--- src/rtl/mem_arb_pkg.sv ---
// Shared types and constants for the two-port ram arbiter.
// State encoding, port ids and the strobe-hold counter type.
package mem_arb_pkg;

    typedef enum logic [1:0] {
        IDLE   = 2'd0,
        ACCESS = 2'd1,
        DONE   = 2'd2
    } state_t;

    localparam logic PORT_FETCH = 1'b0;
    localparam logic PORT_DATA  = 1'b1;

    // Wide enough for the full 1..15 hold-time range.
    localparam int WAIT_W = 4;
    typedef logic [WAIT_W-1:0] wait_cnt_t;

endpackage

--- src/rtl/rr_arbiter2.sv ---
// Two-way round-robin arbiter: one-hot grant from req, with a registered
// last-grant pointer that advances only when en is high and something is granted.
module rr_arbiter2
    import mem_arb_pkg::*;
(
    input  logic       clk,
    input  logic       clr,
    input  logic [1:0] req,
    input  logic       en,
    output logic [1:0] grant
);

    logic last;

    // On a tie the port that was not served last wins.
    always_comb begin
        grant = req;
        if (req[0] && req[1]) begin
            grant = (last == PORT_DATA) ? 2'b01 : 2'b10;
        end
    end

    always_ff @(posedge clk) begin
        if (clr) begin
            last <= PORT_DATA;
        end else if (en && (grant != 2'b00)) begin
            last <= grant[1];
        end
    end

endmodule

--- src/rtl/mem_arbiter.sv ---
// Shares the single-port ram between instruction fetch (port 0) and the
// load/store path (port 1); holds ram strobes stable for WAIT_CYCLES cycles.
module mem_arbiter
    import mem_arb_pkg::*;
#(
    parameter int DEPTH       = 512,
    parameter int WAIT_CYCLES = 1
) (
    input  logic        clk,
    input  logic        clr,
    input  logic        p0_req,
    input  logic [31:0] p0_addr,
    output logic [31:0] p0_rdata,
    output logic        p0_done,
    input  logic        p1_req,
    input  logic        p1_we,
    input  logic [31:0] p1_addr,
    input  logic [31:0] p1_wdata,
    output logic [31:0] p1_rdata,
    output logic        p1_done,
    output logic        p1_err,
    output logic [31:0] mem_addr,
    output logic [31:0] mem_din,
    output logic        mem_read,
    output logic        mem_write,
    input  logic [31:0] mem_dout,
    output state_t      dbg_state
);

    localparam logic [31:0] DEPTH_W  = 32'(DEPTH);
    localparam wait_cnt_t   LAST_CNT = wait_cnt_t'(WAIT_CYCLES - 1);

    state_t      state;
    wait_cnt_t   cnt;
    logic        gnt_port;
    logic        lat_we;
    logic [1:0]  grant;
    logic [31:0] sel_addr;
    logic        sel_we;
    logic        sel_oor;

    rr_arbiter2 u_rr (
        .clk   (clk),
        .clr   (clr),
        .req   ({p1_req, p0_req}),
        .en    (state == IDLE),
        .grant (grant)
    );

    // Full 32-bit compare: high address bits are never dropped.
    assign sel_addr  = grant[1] ? p1_addr : p0_addr;
    assign sel_we    = grant[1] & p1_we;
    assign sel_oor   = (sel_addr >= DEPTH_W);
    assign dbg_state = state;

    always_ff @(posedge clk) begin
        if (clr) begin
            state     <= IDLE;
            cnt       <= '0;
            gnt_port  <= PORT_FETCH;
            lat_we    <= 1'b0;
            mem_addr  <= '0;
            mem_din   <= '0;
            mem_read  <= 1'b0;
            mem_write <= 1'b0;
            p0_rdata  <= '0;
            p1_rdata  <= '0;
            p0_done   <= 1'b0;
            p1_done   <= 1'b0;
            p1_err    <= 1'b0;
        end else begin
            case (state)
                IDLE: begin
                    if (grant != 2'b00) begin
                        gnt_port <= grant[1];
                        lat_we   <= sel_we;
                        mem_addr <= sel_addr;
                        mem_din  <= grant[1] ? p1_wdata : '0;
                        cnt      <= '0;
                        if (sel_oor) begin
                            // Out of range: no ram cycle, report straight away.
                            state <= DONE;
                            if (grant[1]) begin
                                p1_done <= 1'b1;
                                p1_err  <= 1'b1;
                            end else begin
                                p0_done  <= 1'b1;
                                p0_rdata <= '0;
                            end
                        end else begin
                            state     <= ACCESS;
                            mem_read  <= ~sel_we;
                            mem_write <= sel_we;
                        end
                    end
                end
                ACCESS: begin
                    if (cnt == LAST_CNT) begin
                        state     <= DONE;
                        mem_read  <= 1'b0;
                        mem_write <= 1'b0;
                        if (gnt_port == PORT_DATA) begin
                            p1_done <= 1'b1;
                            if (!lat_we) begin
                                p1_rdata <= mem_dout;
                            end
                        end else begin
                            p0_done  <= 1'b1;
                            p0_rdata <= mem_dout;
                        end
                    end else begin
                        cnt <= cnt + 1'b1;
                    end
                end
                DONE: begin
                    state   <= IDLE;
                    p0_done <= 1'b0;
                    p1_done <= 1'b0;
                    p1_err  <= 1'b0;
                end
                default: state <= IDLE;
            endcase
        end
    end

endmodule

--- config.mk ---
export PLATFORM = sky130hd
export DESIGN_NAME = mem_arbiter
export DESIGN_NICKNAME = d
export VERILOG_FILES = /design/src/rtl/mem_arb_pkg.sv /design/src/rtl/rr_arbiter2.sv /design/src/rtl/mem_arbiter.sv
export SDC_FILE = /design/constraint.sdc
export NUM_CORES = 1
export LEC_CHECK = 0
export CAP_MARGIN = 10
export CORE_ASPECT_RATIO = 1.25
export CORE_MARGIN = 2
export CORE_UTILIZATION = 44
export CTS_CLUSTER_DIAMETER = 80
export DETAILED_ROUTE_END_ITERATION = 10
export PLACE_DENSITY = 0.84
export REMOVE_ABC_BUFFERS = 1
export SLEW_MARGIN = 20
export SYNTH_ARGS = -nofsm -noshare
export SYNTH_HDL_FRONTEND = slang
export SYNTH_SLANG_ARGS = --single-unit
--- constraint.sdc ---
create_clock -name clk -period 4.1 [get_ports clk]
set_input_delay 0.82 -clock clk [delete_from_list [all_inputs] [get_ports clk]]
set_output_delay 0.82 -clock clk [all_outputs]
set_load 0.005 [all_outputs]
==> impl_metrics.py, run 1 <==
metrics = {
    "yosys": {
        "ys.flop_type": "dfxtp_1",
        "synth_cell_types": 43,
        "syn_inst": 628,
        "synth_area_per_cell_um2": 8.80,
        "synth_area_leaders": "dfxtp_1 (51%), nand2_1 (11%), a311oi_1 (10%), a21oi_1 (6.0%), a22o_1 (5.2%)",
        "synth-compound-area-share_pct": 23.7,
        "synthSimpleGateAreaFrac_pct": 18.7,
        "synth.most_common_cell": "nand2_1",
        "synth_edf_count": 0,
        "synth_adder_area_share_pct": 0.453,
        "synth_top_family_by_area": "compound AO/OA/AOI/OAI gates",
        "synth_top_area_cell": "dfxtp_1",
        "ys_seq_area_share_pct": 51.4,
        "synthMuxAreaShare_pct": 0.181,
        "synth-xor-area-share_pct": 0.317,
        "ys_warn_count": 0,
        "yosysTopAreaCellShare_pct": 51.4,
        "synth-async-reset-ratio_pct": 0,
        "ys_ff_latch": 142,
        "synth_area_um2": 5530,
        "synthTopCellsByCount": "nand2_1 (168), dfxtp_1 (142), a21oi_1 (66)",
    },
    "floorplanning": {
        "chipWidth_um": 104,
        "start_util_pct": 45.2,
        "die_y_um": 129,
        "dieArea_um2": 13500,
        "core-area_um2": 12200,
        "rows": 45,
        "ios": 268,
    },
    "worst_setup_path": {
        "crit_start": "p1_req",
        "reg2reg_from": "cnt[0]",
        "worst_setup_path_end_kind": "register",
        "worstPathArrival_ns": 3.00,
        "crit_path_max_fanout": 35,
        "rr_worst_depth": 8,
        "crit_end": "p0_rdata[30]",
        "regToRegSetupSlack_ns": 1.46,
        "required_ns": 4.40,
        "critPathKind": "primary input to register",
        "r2r_end": "p0_rdata[26]",
        "cp-start-kind": "primary input",
    },
    "cells_and_area": {
        "layout-drive-gt1-share_pct": 6.21,
        "syn2layout_area_growth_pct": 60.3,
        "fillers": 913,
        "antennaDiodeCount": 0,
        "regArea_um2": 2840,
        "nNetsFinal": 1007,
        "multiInputGateArea_um2": 2440,
        "fin_cells": 1049,
    },
    "cts": {
        "postCtsSetupBuffers": 0,
        "worstSkewPairLatency_ns": 0.41,
        "cts_buffers": 17,
        "root_buffer": "clkbuf_16",
        "post_cts_resized": 0,
        "clockBufferDepth": 2,
        "cts_tree": "yes",
        "clk_pin_slew_ns": 0.06,
        "cts.sinks": 142,
        "htree_num_levels": 4,
        "cts_hold_buf": 0,
    },
    "drt": {
        "via_per_inst": 5.58,
        "postRouteAntennaNets": 0,
        "drc_errors": 0,
        "routed_wl_um": 17800,
        "vias": 5851,
        "dr.pass1.iters": 5,
        "drt_iter0_drc": 260,
        "post_drt_wl_per_cell_um": 17.0,
    },
    "placed_design": {
        "portBuffers": 267,
        "dp_cells": 1017,
        "place.gp.congestion": 0.823,
        "post-place-ws_ns": 1.04,
        "dp_hpwl_um": 12900,
    },
    "sta": {
        "finalHoldViolCount": 0,
        "setup_viol": 0,
        "slew_viol_final": 0,
        "timing.final.ws_setup_ns": 1.40,
        "timing.hold.ws_ns": 0.453,
        "fmax_mhz": 371,
        "maxSlewHeadroom_pct": 52.9,
        "worst_pin_slew_ns": 0.705,
        "final.setup_skew_ns": 0.0101,
        "post-route-min-period_ns": 2.70,
        "period_share_pct": 65.8,
        "rsz0062_at_grt": "false",
    },
    "worst_hold_path": {
        "hold_class": "register to register",
    },
    "power_and_ir_drop": {
        "p_int_mw": 2.61,
        "p_per_area_nw_per_um2": 388,
        "pwr-share-clk_pct": 44.5,
        "p_leak_nw": 3.08,
        "vdd_drop_max_v": 0.000244,
        "swShare_pct": 24.0,
        "power_frac_seq_pct": 42.8,
        "p_comb_share_pct": 12.7,
        "switchingPower_uw": 823,
    },
    "global_route": {
        "grt_overflow_total": 0,
        "antenna_found_initial": 0,
        "grt_pass1_wl_um": 28200,
        "first_global_vias": 5698,
        "grt_max_degree": 61,
        "grt_usage_pct": 26.0,
    },
    "status": {
        "status": "finished clean",
    },
    "run": {
        "maxCapViolCount": 0,
    },
}
==> metal layers <==
metal | global-route usage [%] | share of wire [%] | vias up
met4 | 13.6 | 4.0 | 0
met3 | 7.04 | 8.1 | 52
li1 | - | - | 2761
met1 | 27.7 | 37 | 2729
met5 | 0 | 0 | -
met2 | 47.4 | 51 | 309
==> cell usage in the layout, fill, tap and decap left out, types with 3 or more instances in the layout <==
cell             netlist  final
inv_1                  6      6
nand2_1              168    168
a21oi_1               66     66
clkdlybuf4s50_1        0    266
a311oi_1              64     64
inv_6                  0      4
a22o_1                33     33
nor4_1                10     10
nor2_1                39     37
nor3_1                 6      6
buf_4                  1     12
dfxtp_1              142    142
o21ai_0                4      4
nand3_1                3      3
clkbuf_16              0     17
clkinv_4               0      4
==> cell type report <==
type,instances,area share (%)
Clock inverter,13,1.71
Timing Repair Buffer,278,31.1
Clock buffer,19,5.00
Sequential cell,142,32.1
Multi-Input combinational cell,427,27.6
Tap cell,164,2.32
Inverter,6,0.254
==> power groups by stage <==
stage / Combinational [mW] / Clock [mW] / Sequential [mW]
6_report: 0.437 / 1.53 / 1.47
5_1_grt: 0.470 / 1.61 / 1.48
4_1_cts: 0.436 / 1.56 / 1.47
3_5_place_dp: 0.434 / 0 / 1.50
3_3_place_gp: 0.424 / 0 / 1.50
2_1_floorplan: 0.122 / 0 / 1.50
==> logic make-up after synthesis <==
group | Yosys count
compound gates | 180
xor+xnor | 2
fa+ha+maj | 2
buf+inv | 59
flops | 142
mux | 1
simple gates | 242
==> worst min path at each step <==
stage | cells past startpoint | slack (ns) | from | to
6_report | 2 | 0.45 | p1_rdata[2] | p1_rdata[2]
3_3_place_gp | 2 | 0.44 | p1_rdata[11] | p1_rdata[11]
2_1_floorplan | 2 | 0.45 | p1_rdata[0] | p1_rdata[0]
4_1_cts | 2 | 0.46 | p1_rdata[1] | p1_rdata[1]
5_1_grt | 2 | 0.48 | p1_rdata[19] | p1_rdata[19]
3_5_place_dp | 2 | 0.45 | p1_rdata[1] | p1_rdata[1]
==> worst max-delay path: stages <==
cell and delay, ns:
clkdlybuf4s50_1 0.53, a21boi_2 0.27, buf_4 0.36, nand3_1 0.11, nor2_1 0.23, o21ai_2 0.07, buf_4 0.25, a311oi_1 0.34
==> through the flow <==
step | util [%] | total power, mW | cell area, um^2 | setup TNS (ns)
finish | 72.5 | 3.43 | 8860 | 0
global route | 72.5 | 3.56 | 8860 | 0
CTS | 72.5 | 3.46 | 8860 | 0
detailed placement | 67.6 | 1.93 | 8260 | 0
global placement | 67.6 | 1.92 | 8260 | 0
floorplan | - | 1.62 | 5270 | -10.06
==> registers in the layout, summed over array words and instances, names as in the netlist, 2 cells and up <==
register and flops:
mem_addr 32, p0_rdata 32, cnt 4, dbg_state 2, p1_rdata 32, mem_din 32
Note: power is estimated with default switching activity, not from simulation.
==> run 2: changes to the inputs <==
CORE_UTILIZATION = 37   (was 44)
PLACE_DENSITY = 0.75   (was 0.84)
clock period = 2.2 ns   (was 4.1 ns; I/O delays follow)
==> impl_metrics.py, run 2 (synthesis gave the netlist of run 1 again) <==
metrics = {
    "cells_and_area": {
        "fin_area_um2": 9180,
        "antennaDiodeCount": 0,
        "syn2layout_area_growth_pct": 66.0,
        "fin_cells": 1080,
        "final_cell_mix": "clkdlybuf4s50_1 (266), nand2_1 (168), dfxtp_1 (142)",
        "final_common_cell": "clkdlybuf4s50_1",
        "fillers": 1236,
        "final_util_pct": 63.1,
        "layout-drive-gt1-share_pct": 7.98,
        "nNetsFinal": 1025,
    },
    "floorplanning": {
        "start_util_pct": 38.0,
        "dieArea_um2": 15900,
        "die_y_um": 141,
        "ios": 268,
        "core-area_um2": 14500,
        "rows": 49,
        "chipWidth_um": 113,
    },
    "worst_setup_path": {
        "critPathKind": "register to register",
        "reg2reg_from": "cnt[0]",
        "required_ns": 2.51,
        "crit_path_max_fanout": 32,
        "worst_setup_path_end_kind": "register",
        "rr_worst_depth": 9,
        "worstPathArrival_ns": 2.41,
        "crit_start": "cnt[0]",
        "cp-start-kind": "register",
    },
    "worst_hold_path": {
        "hold_path_depth": 2,
        "hold_class": "register to register",
        "min_from": "p1_rdata[7]",
    },
    "power_and_ir_drop": {
        "vdd_drop_max_v": 0.000436,
        "p_per_area_nw_per_um2": 722,
        "finalPower_mw": 6.63,
        "p_leak_nw": 3.21,
    },
    "global_route": {
        "grt_overflow_total": 0,
        "grt_max_degree": 76,
        "antenna_found_initial": 0,
        "grt_pass1_wl_um": 27500,
        "first_global_vias": 5415,
        "grt_usage_pct": 21.5,
    },
    "placed_design": {
        "placed_area_um2": 8520,
        "dp_cells": 1046,
        "portBuffers": 267,
        "place.gp.congestion": 0.799,
        "post-place-ws_ns": -0.273,
        "dp_hpwl_um": 12300,
    },
    "sta": {
        "fmax_mhz": 477,
        "slew_viol_final": 0,
        "worst_pin_slew_ns": 0.461,
        "timing.hold.ws_ns": 0.451,
        "final.setup_skew_ns": 0.00766,
        "post-route-min-period_ns": 2.10,
        "setup_viol": 0,
        "finalHoldViolCount": 0,
        "timing.final.ws_setup_ns": 0.104,
        "setup_tns_ns": 0,
        "period_share_pct": 95.3,
        "maxSlewHeadroom_pct": 69.2,
    },
    "cts": {
        "cts_tree": "yes",
        "clockBufferDepth": 2,
        "cts_buffers": 17,
        "worstSkewPairLatency_ns": 0.41,
        "cts.sinks": 142,
        "root_buffer": "clkbuf_16",
        "htree_num_levels": 4,
        "clk_pin_slew_ns": 0.06,
        "cts_hold_buf": 0,
    },
    "drt": {
        "drt_iter0_drc": 340,
        "via_per_inst": 5.26,
        "routed_wl_um": 17600,
        "post_drt_wl_per_cell_um": 16.3,
        "drc_errors": 0,
        "postRouteAntennaNets": 0,
        "vias": 5679,
        "dr.pass1.iters": 5,
    },
    "run": {
        "maxCapViolCount": 0,
    },
    "status": {
        "status": "finished clean",
    },
}
==> run 2: changes by cell type in the layout (fill, tap and decap cells not counted), moves of 2 or more <==
cell,previous run,this run
clkinv_4,4,2
buf_12,0,9
bufinv_16,2,4
buf_4,12,19
inv_6,4,2
clkinvlp_4,0,4
==> run 2: worst paths after layout <==
kind	slack [ns]	end
worst max-delay path	0.10	p0_rdata[4]
worst min-delay path	0.45	p1_rdata[7]
worst max register to register	0.10	p0_rdata[4]
worst min register to register	0.45	p1_rdata[7]
==> run 2: worst max-delay path, cell delays in order, from the launching register on <==
cell and delay [ns]:
dfxtp_1 0.34, inv_1 0.08, ha_1 0.14, nor3b_4 0.25
nand2_2 0.16, nor4b_4 0.27, buf_4 0.17, buf_6 0.24
a21oi_1 0.10, a311oi_1 0.25
==> run 2: timing repair <==
item | 4_1_cts | 5_1_grt
setup buffers | 0 | 2
resized for setup | 0 | 2
setup endpoints to repair | 0 | 16
==> run 2: routing by layer <==
layer | wire length [um] | up-vias | global-route usage (%)
li1 | - | 2791 | -
met1 | 7020 | 2632 | 25.1
met2 | 8800 | 228 | 36.9
met3 | 1400 | 28 | 7.18
met4 | 341 | 0 | 7.45
met5 | 0 | - | 0
==> run 2: power by group <==
group / switching, mW / total (mW) / internal (mW) / leakage, nW
clock: 1.14 / 3.04 / 1.90 / 0.289
sequential: 0.0593 / 2.73 / 2.67 / 1.16
combinational: 0.353 / 0.863 / 0.509 / 1.77
==> run 2: area by class of cell <==
class,count,area [um^2],area share (%)
inverters,6,22.5,0.245
flip-flops and latches,142,2840,31.0
multi-input cells,427,2450,26.7
clock buffers,18,429,4.68
clock inverters,13,190,2.07
well taps,178,223,2.43
repair buffers,296,3020,32.9
